**src/rtl/uart_mem_loader.sv**
```systemverilog
// UART-to-memory loader: pairs received bytes into 16-bit words and writes them
// to instruction or data memory at auto-incrementing addresses while the CPU is held.
module uart_mem_loader #(
    parameter int AW          = 8,
    parameter int TIMEOUT_CYC = 250000
) (
    input  logic          clk,
    input  logic          reset,
    input  logic [1:0]    UartSel,
    input  logic          rx_valid,
    input  logic [7:0]    rx_data,
    input  logic          rx_err,
    input  logic          ptr_clr,
    output logic          imem_we,
    output logic          dmem_we,
    output logic [AW-1:0] load_addr,
    output logic [15:0]   load_data,
    output logic          cpu_hold,
    output logic          word_drop,
    output logic          ptr_wrap
);

    localparam int TW = (TIMEOUT_CYC > 1) ? $clog2(TIMEOUT_CYC) : 1;
    localparam logic [TW-1:0] TIMER_LAST = TW'(TIMEOUT_CYC - 1);

    typedef enum logic [1:0] {
        IDLE    = 2'd0,
        WAIT_HI = 2'd1,
        WAIT_LO = 2'd2,
        WRITE   = 2'd3
    } state_t;

    state_t        state;
    logic [1:0]    tgt;
    logic [7:0]    hi_byte;
    logic [AW-1:0] iptr;
    logic [AW-1:0] dptr;
    logic [TW-1:0] timer;
    logic          sel_active;
    logic          sel_changed;

    assign sel_active  = (UartSel == 2'd1) || (UartSel == 2'd2);
    assign sel_changed = (UartSel != tgt);

    // Combinational so the CPU stalls in the very cycle the host selects a target.
    assign cpu_hold = (state != IDLE) || sel_active;

    // The write strobes, address and data are registered on entry to WRITE, so the
    // pulse lands one cycle after the low byte; the low half of load_data is the low byte.
    // The target pointer advances on that same edge, and a ptr_clr applied later
    // in the sequence (including during WRITE) overrides it.
    always_ff @(posedge clk) begin
        if (!reset) begin
            state     <= IDLE;
            tgt       <= 2'd0;
            hi_byte   <= 8'd0;
            iptr      <= '0;
            dptr      <= '0;
            timer     <= '0;
            imem_we   <= 1'b0;
            dmem_we   <= 1'b0;
            load_addr <= '0;
            load_data <= 16'd0;
            word_drop <= 1'b0;
            ptr_wrap  <= 1'b0;
        end else begin
            imem_we   <= 1'b0;
            dmem_we   <= 1'b0;
            word_drop <= 1'b0;
            ptr_wrap  <= 1'b0;

            case (state)
                IDLE: begin
                    if (sel_active) begin
                        tgt   <= UartSel;
                        state <= WAIT_HI;
                    end
                end

                WAIT_HI: begin
                    if (rx_valid) begin
                        if (rx_err) begin
                            word_drop <= 1'b1;
                            state     <= IDLE;
                        end else begin
                            hi_byte <= rx_data;
                            timer   <= '0;
                            state   <= WAIT_LO;
                        end
                    end else if (sel_changed) begin
                        state <= IDLE;
                    end
                end

                WAIT_LO: begin
                    if (rx_valid) begin
                        if (rx_err) begin
                            word_drop <= 1'b1;
                            state     <= IDLE;
                        end else begin
                            state     <= WRITE;
                            load_data <= {hi_byte, rx_data};
                            if (tgt == 2'd1) begin
                                imem_we   <= 1'b1;
                                load_addr <= iptr;
                                ptr_wrap  <= &iptr;
                                iptr      <= iptr + 1'b1;
                            end else begin
                                dmem_we   <= 1'b1;
                                load_addr <= dptr;
                                ptr_wrap  <= &dptr;
                                dptr      <= dptr + 1'b1;
                            end
                        end
                    end else if (sel_changed || (timer == TIMER_LAST)) begin
                        word_drop <= 1'b1;
                        state     <= IDLE;
                    end else begin
                        timer <= timer + 1'b1;
                    end
                end

                WRITE: begin
                    state <= (UartSel == tgt) ? WAIT_HI : IDLE;
                end

                default: state <= IDLE;
            endcase

            if (ptr_clr) begin
                iptr <= '0;
                dptr <= '0;
            end
        end
    end

endmodule

```
**config.mk**
```make
export PLATFORM = sky130hd
export DESIGN_NAME = uart_mem_loader
export DESIGN_NICKNAME = d
export VERILOG_FILES = /design/src/rtl/uart_mem_loader.sv
export SDC_FILE = /design/constraint.sdc
export NUM_CORES = 1
export LEC_CHECK = 0
export CORE_ASPECT_RATIO = 0.8
export CORE_MARGIN = 1.5
export CORE_UTILIZATION = 41
export DETAILED_ROUTE_END_ITERATION = 8
export GPL_TIMING_DRIVEN = 0
export PLACE_DENSITY = 0.72
export SYNTH_ARGS = -nofsm -noshare
export SYNTH_HDL_FRONTEND = slang
export SYNTH_SLANG_ARGS = --single-unit
```
**constraint.sdc**
```tcl
create_clock -name clk -period 2.4 [get_ports clk]
set_clock_uncertainty 0.2 [all_clocks]
set_input_delay 0.24 -clock clk [delete_from_list [all_inputs] [get_ports clk]]
set_output_delay 0.24 -clock clk [all_outputs]
set_load 0.05 [all_outputs]
```
==> flow_summary.ini <==
[drt]
drtIter0Drc = 166
wl_mm = 8.18
drtAntennaViolNets = 0
drcViolationCount = 0
vias_per_cell = 5.39
dr.pass1.iters = 4
vias = 3044
wire_per_inst_um = 14.5

[worst_setup_path]
worst_setup_path_end_kind = flop
worstRegToRegCells = 8
worstReg2RegStart = state[0]
cp-start-kind = flop
r2r_slack_ns = 0.08
cp.arrival_ns = 2.42
rr_endpoint = timer[11]
critPathLaunch = state[0]
critPathKind = flop to flop
cp_max_fo = 10
critPathRequiredTime_ns = 2.49

[yosys]
synth_area_um2 = 3400
synth_area_leaders = dfxtp_1 (44%), nand2_1 (8.2%), nor2_1 (4.6%)
syn-num-nets = 422
synth_edf_count = 0
synth_largest_area_cell = dfxtp_1
seq_area_frac_synth_pct = 43.6
ys_warn_count = 0
synthArstFlopShare_pct = 0
synth_top_area_share_pct = 43.6
synth_common_cells = dfxtp_1 (74), nand2_1 (74), nor2_1 (42)
synth-main-ff-cell = dfxtp_1
syn_inst = 399
ys_ff_latch = 74
synth.distinct_cells = 56
synth_area_per_cell_um2 = 8.51

[grt]
grt_pass1_wl_mm = 14.2
grt_max_degree = 16
grt_overflow = 0
antenna_found_initial = 0
grt_pass1_vias = 2959
grt.total_usage_pct = 19.9

[hold_path]
min-delay-path-class = flop to flop
hold_depth = 2
worstHoldStart = hi_byte[5]
whs_endpoint = load_data[13]

[floorplan]
core-area_um2 = 7980
io_pins = 44
dieArea_um2 = 8840
rows = 29
die_w_um = 105
start_util_pct = 42.6
die_h_um = 84.4

[clock_network]
htree_num_levels = 3
holdBufCountCts = 0
cts_buffer_depth = 2
clock_sinks = 74
clk_latency_ns = 0.36
root_buffer = clkbuf_8
cts_buffers = 9
path_clk_slew_ns = 0.09
cts_setup_buffers = 0
cts_tree = yes

[sta]
setup_violations = 0
rsz0062_at_grt = yes
totalNegativeSetupSlack_ns = 0
finalCriticalPeriod_ns = 2.32
max_slew_margin_pct = 62.4
finalHoldViolations = 0
finalCritPeriodShare_pct = 96.8
drv_slew = 0
fmax_ghz = 0.430
worst_slew_pin_slew_ns = 0.563

[finish]
utilization_pct = 52.3
final_cells = 565
area_growth_pct = 23.0
drive_gt1_share_pct = 7.88
fillers = 752
antenna_cells = 0
layout.nets = 475

[power]
p_total_mw = 2.52
p_leak_nw = 1.46
vdd_ir_drop_max_uv = 345
cellPowerDensity_nw_per_um2 = 604

[placed_design]
io_buffers = 42
hpwlAfterDp_mm = 5.87
place.gp.congestion = 0.869
placedCellCount = 549

[run]
drv_cap = 0

[run_status]
status = completed
## kinds of logic after synthesis
kind of cell / share of synthesized area, %
buf+inv: 3.02
flops: 43.6
xor+xnor: 3.87
simple gates: 27.0
compound gates: 16.6
mux: 2.95
fa+ha+maj: 2.95
## cell usage in the layout, fill, tap and decap left out, types with 3 or more instances in the layout
master / instances
a21oi_1: 30
a22o_1: 4
a311oi_1: 9
and3_1: 7
clkbuf_1: 14
clkbuf_8: 9
clkdlybuf4s50_1: 41
dfxtp_1: 74
ha_1: 8
inv_1: 7
inv_6: 3
mux2i_1: 10
nand2_1: 74
nand2b_1: 4
nand3_1: 15
nand4_1: 6
nor2_1: 40
nor3_1: 8
nor4b_1: 3
o21ai_0: 10
o22ai_1: 9
o31ai_1: 4
or3_1: 4
xnor2_1: 5
xor2_1: 10
## routing by layer
| layer | vias to the layer above | global-route usage (%) | share of wire [%] |
|---|---|---|---|
| met5 | - | 0 | 0 |
| met4 | 0 | 7.22 | 1.3 |
| met3 | 11 | 5.43 | 6.1 |
| met2 | 90 | 30.7 | 46 |
| met1 | 1428 | 26.8 | 47 |
| li1 | 1515 | - | - |
## layout make-up
| type | instances | area, um2 | area share [%] |
|---|---|---|---|
| Buffer | 18 | 76.3 | 1.83 |
| Tap cell | 108 | 135 | 3.23 |
| Inverter | 7 | 26.3 | 0.629 |
| Clock inverter | 7 | 83.8 | 2.01 |
| Sequential cell | 74 | 1480 | 35.5 |
| Timing Repair Buffer | 42 | 419 | 10.0 |
| Multi-Input combinational cell | 300 | 1830 | 43.8 |
| Clock buffer | 9 | 124 | 2.96 |
## stage by stage
step	hold WS (ns)	worst slack [ns]	area, um2
after floorplan	0.176	0.444	3400
after global placement	0.238	-0.147	3950
after detailed placement	0.244	-0.184	3950
after CTS	0.251	0.111	4160
after global routing	0.271	-0.0244	4180
final	0.253	0.0769	4180
## sequential cells by signal (all words and copies together) (netlist names), 2 cells and up
name,flops
timer,18
load_data,16
dptr,8
hi_byte,8
iptr,8
load_addr,8
state,2
tgt,2
## what timing repair did
action	CTS	global route
cloned	0	0
gates resized for setup	2	5
endpoints found under the setup margin	6	22
## worst max path at each step
stage / end / slack [ns] / cells past startpoint
after global routing: load_addr[4] / -0.02 / 7
final: timer[11] / 0.08 / 8
after detailed placement: timer[5] / -0.18 / 5
after CTS: timer[8] / 0.11 / 7
after floorplan: timer[5] / 0.44 / 6
after global placement: timer[5] / -0.15 / 5
## worst max-delay path, cell delays in order (launching register included)
cell,delay [ns]
dfxtp_1,0.40
inv_1,0.10
ha_1,0.25
buf_1,0.27
nand2_1,0.18
o221ai_2,0.13
buf_6,0.17
o41ai_2,0.36
a21boi_1,0.19
## where the power goes
part,leakage [nW],switching (mW),internal (mW),total [mW]
logic,0.762,0.153,0.0888,0.242
registers,0.597,0.0145,1.24,1.26
clock network,0.103,0.523,0.500,1.02
total,1.46,0.690,1.83,2.52
No activity file was read; power rests on OpenSTA's default activity.
